--- src/rtl/pipeline_pkg.sv ---
// Shared pipeline definitions: fetch FSM states, default bubble encoding, PC increment.
package pipeline_pkg;

   typedef enum logic [1:0] {
      S_RESET = 2'd0,
      S_REQ   = 2'd1,
      S_HOLD  = 2'd2,
      S_DROP  = 2'd3
   } fetch_state_t;

   localparam logic [0:31] NOP_INSTR_DEFAULT = 32'h5400_0000;
   localparam logic [0:31] PC_INC            = 32'd4;

endpackage

--- src/rtl/if_id_reg.sv ---
// IF/ID pipeline register: bubble overrides load; neither asserted means hold.
module if_id_reg
   import pipeline_pkg::*;
#(
   parameter logic [0:31] NOP_INSTR = NOP_INSTR_DEFAULT
) (
   input  logic        clk,
   input  logic        reset,
   input  logic        load,
   input  logic        bubble,
   input  logic [0:31] instr_in,
   input  logic [0:31] pc_plus_4_in,
   output logic [0:31] instruction,
   output logic [0:31] pc_plus_4,
   output logic        valid
);

   always_ff @(posedge clk or negedge reset) begin
      if (!reset) begin
         instruction <= NOP_INSTR;
         pc_plus_4   <= '0;
         valid       <= 1'b0;
      end else if (bubble) begin
         instruction <= NOP_INSTR;
         valid       <= 1'b0;
      end else if (load) begin
         instruction <= instr_in;
         pc_plus_4   <= pc_plus_4_in;
         valid       <= 1'b1;
      end
   end

endmodule

--- src/rtl/if_stage.sv ---
// Instruction-fetch stage: PC, imem req/rdy sequencing, skid buffer and IF/ID register.
// Define IF_DELAY_SLOT_EN to keep the sequential instruction after a taken redirect.
module if_stage
   import pipeline_pkg::*;
#(
   parameter logic [0:31] RESET_PC  = 32'h0000_0000,
   parameter logic [0:31] NOP_INSTR = NOP_INSTR_DEFAULT
) (
   input  logic        clk,
   input  logic        reset,
   input  logic        Stall_ID,
   input  logic        REDIRECT,
   input  logic [0:31] REDIRECT_PC,
   output logic        IMEM_REQ,
   output logic [0:31] IMEM_ADDR,
   input  logic        IMEM_RDY,
   input  logic [0:31] IMEM_DATA,
   output logic [0:31] instruction,
   output logic [0:31] PC_PLUS_4,
   output logic        IF_VALID
);

`ifdef IF_DELAY_SLOT_EN
   localparam bit DELAY_SLOT = 1'b1;
`else
   localparam bit DELAY_SLOT = 1'b0;
`endif

   fetch_state_t state_q;
   logic [0:31]  pc_q;
   logic [0:31]  addr_q;
   logic         req_q;
   logic [0:31]  skid_instr_q;
   logic [0:31]  skid_pc4_q;
   logic [0:31]  pc_plus_4;
   logic         honour;
   logic         jump;
   logic [0:31]  jump_pc;
   logic         idr_load;
   logic         idr_bubble;
   logic [0:31]  idr_instr;
   logic [0:31]  idr_pc4;

   assign pc_plus_4 = pc_q + PC_INC;
   assign honour    = REDIRECT & ~Stall_ID;
   assign IMEM_REQ  = req_q;
   assign IMEM_ADDR = addr_q;

`ifdef IF_DELAY_SLOT_EN
   logic        pend_q;
   logic [0:31] pend_pc_q;

   // Jump applies once the delay-slot fetch completes; a newer redirect wins.
   assign jump    = honour | pend_q;
   assign jump_pc = honour ? REDIRECT_PC : pend_pc_q;

   always_ff @(posedge clk or negedge reset) begin
      if (!reset) begin
         pend_q    <= 1'b0;
         pend_pc_q <= '0;
      end else if (state_q == S_REQ) begin
         if (IMEM_RDY) begin
            pend_q <= 1'b0;
         end else if (honour) begin
            pend_q    <= 1'b1;
            pend_pc_q <= REDIRECT_PC;
         end
      end
   end
`else
   assign jump    = honour;
   assign jump_pc = REDIRECT_PC;
`endif

   // addr_q tracks pc_q except in S_DROP, where the abandoned address must stay on the bus.
   always_ff @(posedge clk or negedge reset) begin
      if (!reset) begin
         state_q      <= S_RESET;
         pc_q         <= RESET_PC;
         addr_q       <= RESET_PC;
         req_q        <= 1'b0;
         skid_instr_q <= NOP_INSTR;
         skid_pc4_q   <= '0;
      end else begin
         unique case (state_q)
            S_RESET: begin
               state_q <= S_REQ;
               req_q   <= 1'b1;
               addr_q  <= pc_q;
            end
            S_REQ: begin
               if (IMEM_RDY) begin
                  pc_q   <= jump ? jump_pc : pc_plus_4;
                  addr_q <= jump ? jump_pc : pc_plus_4;
                  if (Stall_ID) begin
                     skid_instr_q <= IMEM_DATA;
                     skid_pc4_q   <= pc_plus_4;
                     state_q      <= S_HOLD;
                     req_q        <= 1'b0;
                  end
               end else if (honour && !DELAY_SLOT) begin
                  pc_q    <= REDIRECT_PC;
                  state_q <= S_DROP;
               end
            end
            S_HOLD: begin
               if (!Stall_ID) begin
                  state_q <= S_REQ;
                  req_q   <= 1'b1;
                  if (REDIRECT) begin
                     pc_q   <= REDIRECT_PC;
                     addr_q <= REDIRECT_PC;
                  end
               end
            end
            S_DROP: begin
               if (honour) pc_q <= REDIRECT_PC;
               if (IMEM_RDY) begin
                  state_q <= S_REQ;
                  addr_q  <= honour ? REDIRECT_PC : pc_q;
               end
            end
            default: state_q <= S_RESET;
         endcase
      end
   end

   always_comb begin
      idr_load   = 1'b0;
      idr_bubble = 1'b0;
      idr_instr  = IMEM_DATA;
      idr_pc4    = pc_plus_4;
      if (!Stall_ID) begin
         case (state_q)
            S_REQ: begin
               if (IMEM_RDY && (DELAY_SLOT || !REDIRECT)) idr_load = 1'b1;
               else idr_bubble = 1'b1;
            end
            S_HOLD: begin
               idr_instr = skid_instr_q;
               idr_pc4   = skid_pc4_q;
               if (REDIRECT && !DELAY_SLOT) idr_bubble = 1'b1;
               else idr_load = 1'b1;
            end
            S_DROP:  idr_bubble = 1'b1;
            default: ;
         endcase
      end
   end

   if_id_reg #(
      .NOP_INSTR (NOP_INSTR)
   ) u_if_id_reg (
      .clk          (clk),
      .reset        (reset),
      .load         (idr_load),
      .bubble       (idr_bubble),
      .instr_in     (idr_instr),
      .pc_plus_4_in (idr_pc4),
      .instruction  (instruction),
      .pc_plus_4    (PC_PLUS_4),
      .valid        (IF_VALID)
   );

endmodule

--- config.mk ---
export PLATFORM = sky130hd
export DESIGN_NAME = if_stage
export DESIGN_NICKNAME = d
export VERILOG_FILES = /design/src/rtl/pipeline_pkg.sv /design/src/rtl/if_id_reg.sv /design/src/rtl/if_stage.sv
export SDC_FILE = /design/constraint.sdc
export NUM_CORES = 1
export LEC_CHECK = 0
export ABC_AREA = 1
export BUFFER_PORTS_ARGS = -buffer_cell sky130_fd_sc_hd__buf_2
export CELL_PAD_IN_SITES_DETAIL_PLACEMENT = 1
export CELL_PAD_IN_SITES_GLOBAL_PLACEMENT = 1
export CORE_MARGIN = 3
export CORE_UTILIZATION = 41
export CTS_CLUSTER_SIZE = 20
export DETAILED_ROUTE_END_ITERATION = 10
export GPL_TIMING_DRIVEN = 0
export PLACE_DENSITY = 0.91
export SLEW_MARGIN = 20
export SYNTH_ARGS = -nofsm -noshare
export SYNTH_HDL_FRONTEND = slang
export SYNTH_HIERARCHICAL = 1
export SYNTH_SLANG_ARGS = --single-unit
--- constraint.sdc ---
create_clock -name clk -period 3.3 [get_ports clk]
set_clock_uncertainty 0.15 [all_clocks]
set_input_delay 0.33 -clock clk [delete_from_list [all_inputs] [get_ports clk]]
set_output_delay 0.33 -clock clk [all_outputs]
set_load 0.02 [all_outputs]
==> run summary, run 1 <==
Synth Flop Type: dfrtp_1
Post-Syn Nets: 1716
Outcome: finished clean
Synth top area share: 42.4%
Maxcap violations: 0
Netlist cell types: 36
Reg2Reg Setup Slack: 0.09 ns
Worst-path maximum fanout: 10
YS warnings: 6
Placed insts: 2144
Critical path endpoint category: register
Reg-to-Reg Start: state_q[0]
Cell count after synthesis: 1641
Slew margin rel.: 38.8%
Crit path kind: register to register
First-pass detailed-route iteration total: 5
Peak VDD IR: 0.400 mV
Mux share of post-synthesis cell area: 0%
Largest net degree at the start of global routing: 89
Final instance area: 13200 sq um
H-Tree Depth: 4
Flops & latches, synth: 196
Area delta synth->final: 17.6%
First-pass GRT wire length: 67200 um
FMAX: 312 MHz
Total power: 13.7 mW
Root Driver: clkbuf_16
Nets@finish: 1904
Die Ht: 171 um
TritonCTS sink count: 196
Initial DRC Count: 903
Largest area contributor in the netlist: dfrtp_1
Fin Hold WS: 0.0115 ns
Chip width: 171 um
FF-to-FF path depth: 10
CP Launch Type: register
Vias in the first global route: 12600
Remaining antenna violation count: 0
Final hold violation count: 0
Mapped Avg Cell Area: 6.83 sq um
Final Setup Violations: 0
Routed length per instance: 19.5 um
GP Congestion: 0.928
Post-synth EDFFs: 0
Pwr Density: 1040 nW/um^2
Hold Crit Class: primary input to register
Sequential fraction of the synthesis area: 43.8%
Cell with the most instances after synthesis: nand2_1
Area share of and/or/nand/nor cells after synthesis: 31.5%
Post-DP HPWL: 31000 um
RR Endpoint: u_if_id_reg/pc_plus_4[23]
Leak pwr: 7.05 nW
I/O pins: 167
Initial Util: 42.4%
Area post-placement: 12500 sq um
GR Util All Layers: 28.9%
Worst-path clk slew: 0.08 ns
Synth Area in Compound Gates: 14.2%
TritonCTS clock tree: built
Final Critical Period: 3.21 ns
WHS Endpoint: skid_instr_q[10]
Initial antenna violation count: 2
Hold depth: 3
Final std cells w/o fill: 2179
Fin. max-slew vios: 0
Post-Synth XOR/XNOR Area: 1.08%
Port Buf Inserts: 166
Detailed-route wire length: 42500 um
Layout cell share with drive strength beyond 1: 14.3%
Total gr overflow: 0
Synth Area in Adders: 0.670%
Hold path start: IMEM_DATA[10]
DRC viols: 0
Total number of vias: 12000
Num rows: 59
Core region area: 26400 sq um
Netlist Area Pre-Place: 11200 sq um
Ys async rst share: 100%
Leading post-synthesis cells by cell area: dfrtp_1 42%, nand2_1 20%, o21ai_0 7.5%
Worst skew pair latency: 0.46 ns
CP arrival: 3.43 ns
Final TNS setup: 0 ns
Clock Tree Buf Depth: 2
Die area: 29300 sq um
Worst-Margin Slew: 0.918 ns
Fin crit share: 97.2%
Drt via density: 5.52
Most frequent cells after synthesis: 594 x nand2_1, 190 x dfrtp_1, 168 x o21ai_0, 151 x inv_1, 151 x nor2_1
Largest family of logic cells by synthesized area: simple AND/OR/NAND/NOR gates
WP data required: 3.52 ns
Num CTS Buffers: 17
-- kinds of logic (layout without fill, tap and decap cells) --
group / count (synthesis) / after routing
simple gates: 878 / 878
compound gates: 299 / 299
flops: 196 / 196
other cells: 0 / 2
buf+inv: 249 / 450
xor+xnor: 13 / 13
fa+ha+maj: 6 / 6
-- where the power goes --
group          leakage (nW)  switching (mW)  total (mW)  internal (mW)
registers              2.44           0.861        4.39           3.53
logic                  4.32            5.00        7.13           2.13
clock network         0.293            1.14        2.17           1.03
-- how the worst max path moves through the flow --
stage,start,endpoint,depth (start not counted)
detailed placement,state_q[1],u_if_id_reg/pc_plus_4[19],10
global placement,reset,IMEM_ADDR[10],1
CTS,state_q[1],u_if_id_reg/pc_plus_4[23],10
floorplan,state_q[1],u_if_id_reg/valid,9
global route,state_q[0],u_if_id_reg/pc_plus_4[22],11
finish,state_q[0],u_if_id_reg/pc_plus_4[23],10
-- critical path: stages, from the launching register on --
cell      delay [ns]
dfrtp_1         0.43
inv_1           0.13
ha_1            0.34
clkbuf_1        0.48
o21ai_0         0.30
a311oi_4        0.45
inv_2           0.22
nand2_2         0.17
buf_2           0.26
nand2_1         0.10
nand2_1         0.10
-- timing repair --
action                                 in CTS  in global routing
setup endpoints to repair                  63                 57
resized for setup                           2                  4
hold buffers                                1                  0
buffers inserted                            0                  0
endpoints found under the hold margin      58                  0
-- per-stage QoR --
stage	util [%]	setup slack, ns
global route	49.8	-0.0235
detailed placement	47.4	-0.164
CTS	49.8	0.0570
floorplan	-	0.943
global placement	47.1	-1.57
finish	49.8	0.0938
-- per-layer routing --
| layer | vias up | share of wire [%] | GRT usage (%) |
|---|---|---|---|
| met5 | - | 0 | 0 |
| met4 | 0 | 2.9 | 9.73 |
| met3 | 100 | 6.3 | 3.49 |
| met2 | 480 | 49 | 50.9 |
| met1 | 5876 | 42 | 37.0 |
| li1 | 5573 | - | - |
-- registers in the layout, summed over array words and instances, names as in the netlist --
signal	count
IMEM_ADDR	32
IMEM_REQ	1
pc_q	32
skid_instr_q	32
skid_pc4_q	32
state_q	2
u_if_id_reg/instruction	32
u_if_id_reg/pc_plus_4	32
u_if_id_reg/valid	1
-- area by class of cell --
| type | instances | area (sq um) |
|---|---|---|
| diodes | 2 | 5.00 |
| flip-flops and latches | 196 | 4910 |
| multi-input cells | 1196 | 5340 |
| clock buffers | 18 | 429 |
| fillers | 3516 | 13300 |
| repair buffers | 169 | 906 |
| clock inverters | 14 | 183 |
| plain buffers | 91 | 385 |
| inverters | 158 | 593 |
| well taps | 335 | 419 |
-- layout by cell type, fill, tap and decap left out, types with 2 or more instances in the layout --
master     synthesis  layout
inv_1            151     151
or2_0              2       2
buf_1              5       5
inv_2              5       5
a22oi_1            6       6
a21oi_1           79      78
ha_1               6       6
nor2_4             5       6
a31oi_1            4       4
o21a_1             3       3
nand2_2            4       4
buf_16             0       2
nand3_1          111     111
clkinv_8           0       8
buf_2             31     196
diode_2            0       2
clkinv_1           2       2
o21ai_0          168     168
or2_2              2       2
o21bai_1           9       9
dfstp_2            6       6
and2_1             2       2
inv_6              0       5
clkbuf_1          54      54
o211ai_1           3       3
nor2_1           151     151
clkbuf_16          0      17
dfrtp_1          190     190
xor2_1            12      12
o22ai_1           24      24
nor2_2             3       2
nand2_1          594     594
No activity file was read; power rests on OpenSTA's default activity.
==> inputs of run 2 (changes only) <==
Settings changed: BUFFER_PORTS_ARGS -buffer_cell sky130_fd_sc_hd__buf_2 to default, CORE_ASPECT_RATIO from default to 0.6, CORE_UTILIZATION 41 to 46, DONT_BUFFER_PORTS from default to 1, GPL_TIMING_DRIVEN 0 to default, PLACE_DENSITY 0.91 to 0.92.
==> run 2 against run 1 <==
The flow now finishes with violations (negative hold slack). Global-route usage is 0.63 points higher. Sequential share of layout area up 2.4 points. Final cell count decreased by 10%. Largest power group unchanged.
==> run summary, run 2 (synthesis results as in run 1) <==
Outcome: finished with violations
Failing checks: negative hold slack
CP delay by family, top: buffers and inverters
Net Sw Frac: 50.5% (-0.61 points)
Critical Path Max Stage Delay: 0.44 ns (-0.04 ns)
TritonCTS sink count: 196 (unchanged)
Initial antenna violation count: 0 (-2)
Drt via density: 5.71 (+3.4%)
Crit path kind: register to register
Worst skew pair latency: 0.45 ns (about the same)
Worst-path maximum fanout: 37 (+27)
Vias in the first global route: 11600 (-7.6%)
Routed length per instance: 19.8 um (+1.6%)
Nets@finish: 1701 (-11%)
Die area: 26300 sq um (-10%)
Initial Util: 47.7% (+5.3 points)
Maxcap violations: 0 (unchanged)
CP Buf/Inv Count: 5 (+1)
Detailed-route wire length: 38800 um (-8.9%)
H-Tree Depth: 4 (unchanged)
Critical path endpoint category: register
Area delta synth->final: 10.4%
Hold Crit Class: primary input to asynchronous set/reset pin
CP cell instances: inv_1 > ha_1 > clkinv_1 > nor2_1 > inv_1 > a311oi_1 > inv_2 > buf_4 > nand3_1 > nand2_1
Total number of vias: 11200 (-7.2%)
CP arrival: 3.10 ns (-0.33 ns)
Remaining antenna violation count: 0 (unchanged)
DRC viols: 0 (unchanged)
Commonest non-fill, non-tap cell in the layout: nand2_1
GP Congestion: 0.956 (+3.1%)
Fin Hold WS: -0.589 ns (-0.600 ns)
Core region area: 23500 sq um (-11%)
CP Launch Type: register
Chip width: 207 um (+21%)
Comb pwr share: 43.8% (-8.3 points)
Leak pwr: 6.34 nW (-10%)
Total gr overflow: 0 (unchanged)
Worst-path clk slew: 0.08 ns (about the same)
Fin crit share: 88.5% (-8.6 points)
Root Driver: clkbuf_16
Unrepaired setup endpoints after global routing: no
I/O pins: 167 (unchanged)
Internal cell power: 6.41 mW (-4.2%)
Commonest non-fill, non-tap cells in the layout: 594 x nand2_1, 190 x dfrtp_1, 168 x o21ai_0
N_diodes: 0 (-2)
GR Util All Layers: 29.6% (+0.63 points)
Critical path's most frequent cell: inv_1
Largest net degree at the start of global routing: 197 (+120%)
Post-CTS Setup Repair Bufs: 0 (unchanged)
Final Critical Period: 2.92 ns (-0.284 ns)
Num rows: 43 (-27%)
Peak VDD IR: 0.509 mV (+27%)
Worst-Margin Slew: 1.10 ns (+0.182 ns)
Final TNS setup: 0 ns (unchanged)
Layout cell share with drive strength beyond 1: 5.19% (-9.1 points)
Num CTS Buffers: 17 (unchanged)
WP data required: 3.48 ns (-0.04 ns)
Clk pwr share: 16.6% (+0.8 points)
Slew margin rel.: 26.4% (-12 points)
Clock Tree Buf Depth: 2 (unchanged)
Post-DP HPWL: 25500 um (-18%)
FMAX: 342 MHz (+9.7%)
CP max-delay cell: dfrtp_1
Initial DRC Count: 834 (-7.6%)
Final hold violation count: 196 (+196)
Final Setup Violations: 0 (unchanged)
TritonCTS clock tree: built
Fin. max-slew vios: 0 (unchanged)
Port Buf Inserts: 0 (-100%)
Switching pwr: 6.55 mW (-6.5%)
First-pass detailed-route iteration total: 6 (+1)
Pwr Density: 1050 nW/um^2 (+0.76%)
First-pass GRT wire length: 62700 um (-6.6%)
Die Ht: 127 um (-26%)
CTS Hold Bufs: 35 (+34)
Flop pwr share: 39.6% (+7.5 points)
run 2: cell types whose count changed in the layout (fill, tap and decap cells not counted), moves of 2 or more:
cell	before	now
dlygate4sd3_1	1	35
clkinvlp_4	0	2
buf_4	1	20
buf_1	5	0
buf_12	0	2
clkinv_4	1	3
clkbuf_1	54	0
inv_6	5	3
buf_16	2	0
diode_2	2	0
clkinv_8	8	2
inv_8	0	3
buf_2	196	0
run 2: worst reg2reg max path: cells and delay by family (launching register included):
family / cells / cell delay, ns
buffers and inverters: 5 / 1.07
AO/OA/AOI/OAI: 1 / 0.39
AND/OR/NAND/NOR: 3 / 0.36
flip-flops: 1 / 0.44
adder cells (fa/ha/maj): 1 / 0.39
run 2: what timing repair did:
item | 4_1_cts | 5_1_grt
endpoints found under the setup margin | 0 | 33
resized for setup | 0 | 1
endpoints found under the hold margin | 255 | 196
run 2: path summary, 6_finish.rpt:
check                                 start                  endpoint  slack, ns  depth (start not counted)
hold / removal                        reset             IMEM_ADDR[24]      -0.59                          0
min in group clk            REDIRECT_PC[26]                  pc_q[26]       0.04                          2
setup reg to reg                 state_q[1]  u_if_id_reg/pc_plus_4[6]       0.38                         10
hold reg to reg            skid_instr_q[24]          skid_instr_q[24]       0.34                          2
setup / recovery                 state_q[1]  u_if_id_reg/pc_plus_4[6]       0.38                         10
max in group asynchronous             reset  u_if_id_reg/pc_plus_4[7]       3.11                          0
run 2: layer usage:
layer	up-vias	GRT usage [%]	part of all wire, %
li1	5152	-	-
met1	5540	39.0	43
met2	388	48.8	47
met3	77	6.52	7.0
met4	0	9.81	2.6
met5	-	0	0
run 2: cell type report:
type | count | area (sq um)
Clock inverter | 15 | 169
Fill cell | 3048 | 11100
Tap cell | 315 | 394
Multi-Input combinational cell | 1196 | 5340
Clock buffer | 17 | 425
Inverter | 158 | 593
Sequential cell | 196 | 4910
Timing Repair Buffer | 57 | 541
run 2: power by group through the flow:
| stage | Combinational (mW) | Clock, mW | Sequential (mW) |
|---|---|---|---|
| CTS | 5.60 | 2.19 | 5.12 |
| floorplan | 4.00 | 0 | 4.77 |
| global route | 6.42 | 2.29 | 5.26 |
| finish | 5.68 | 2.15 | 5.13 |
| global placement | 5.15 | 0 | 5.09 |
| detailed placement | 5.48 | 0 | 5.15 |
run 2: stage by stage:
stage	cell area, sq um	setup WS, ns	power, mW	cells	utilization [%]
3_5_place_dp	11400	0.216	10.6	1887	48.6
5_1_grt	12400	0.150	14.0	1954	52.6
3_3_place_gp	11400	0.477	10.2	1887	48.6
6_report	12400	0.378	13.0	1954	52.6
4_1_cts	12400	0.202	12.9	1954	52.6
2_1_floorplan	11200	0.943	8.76	1641	-
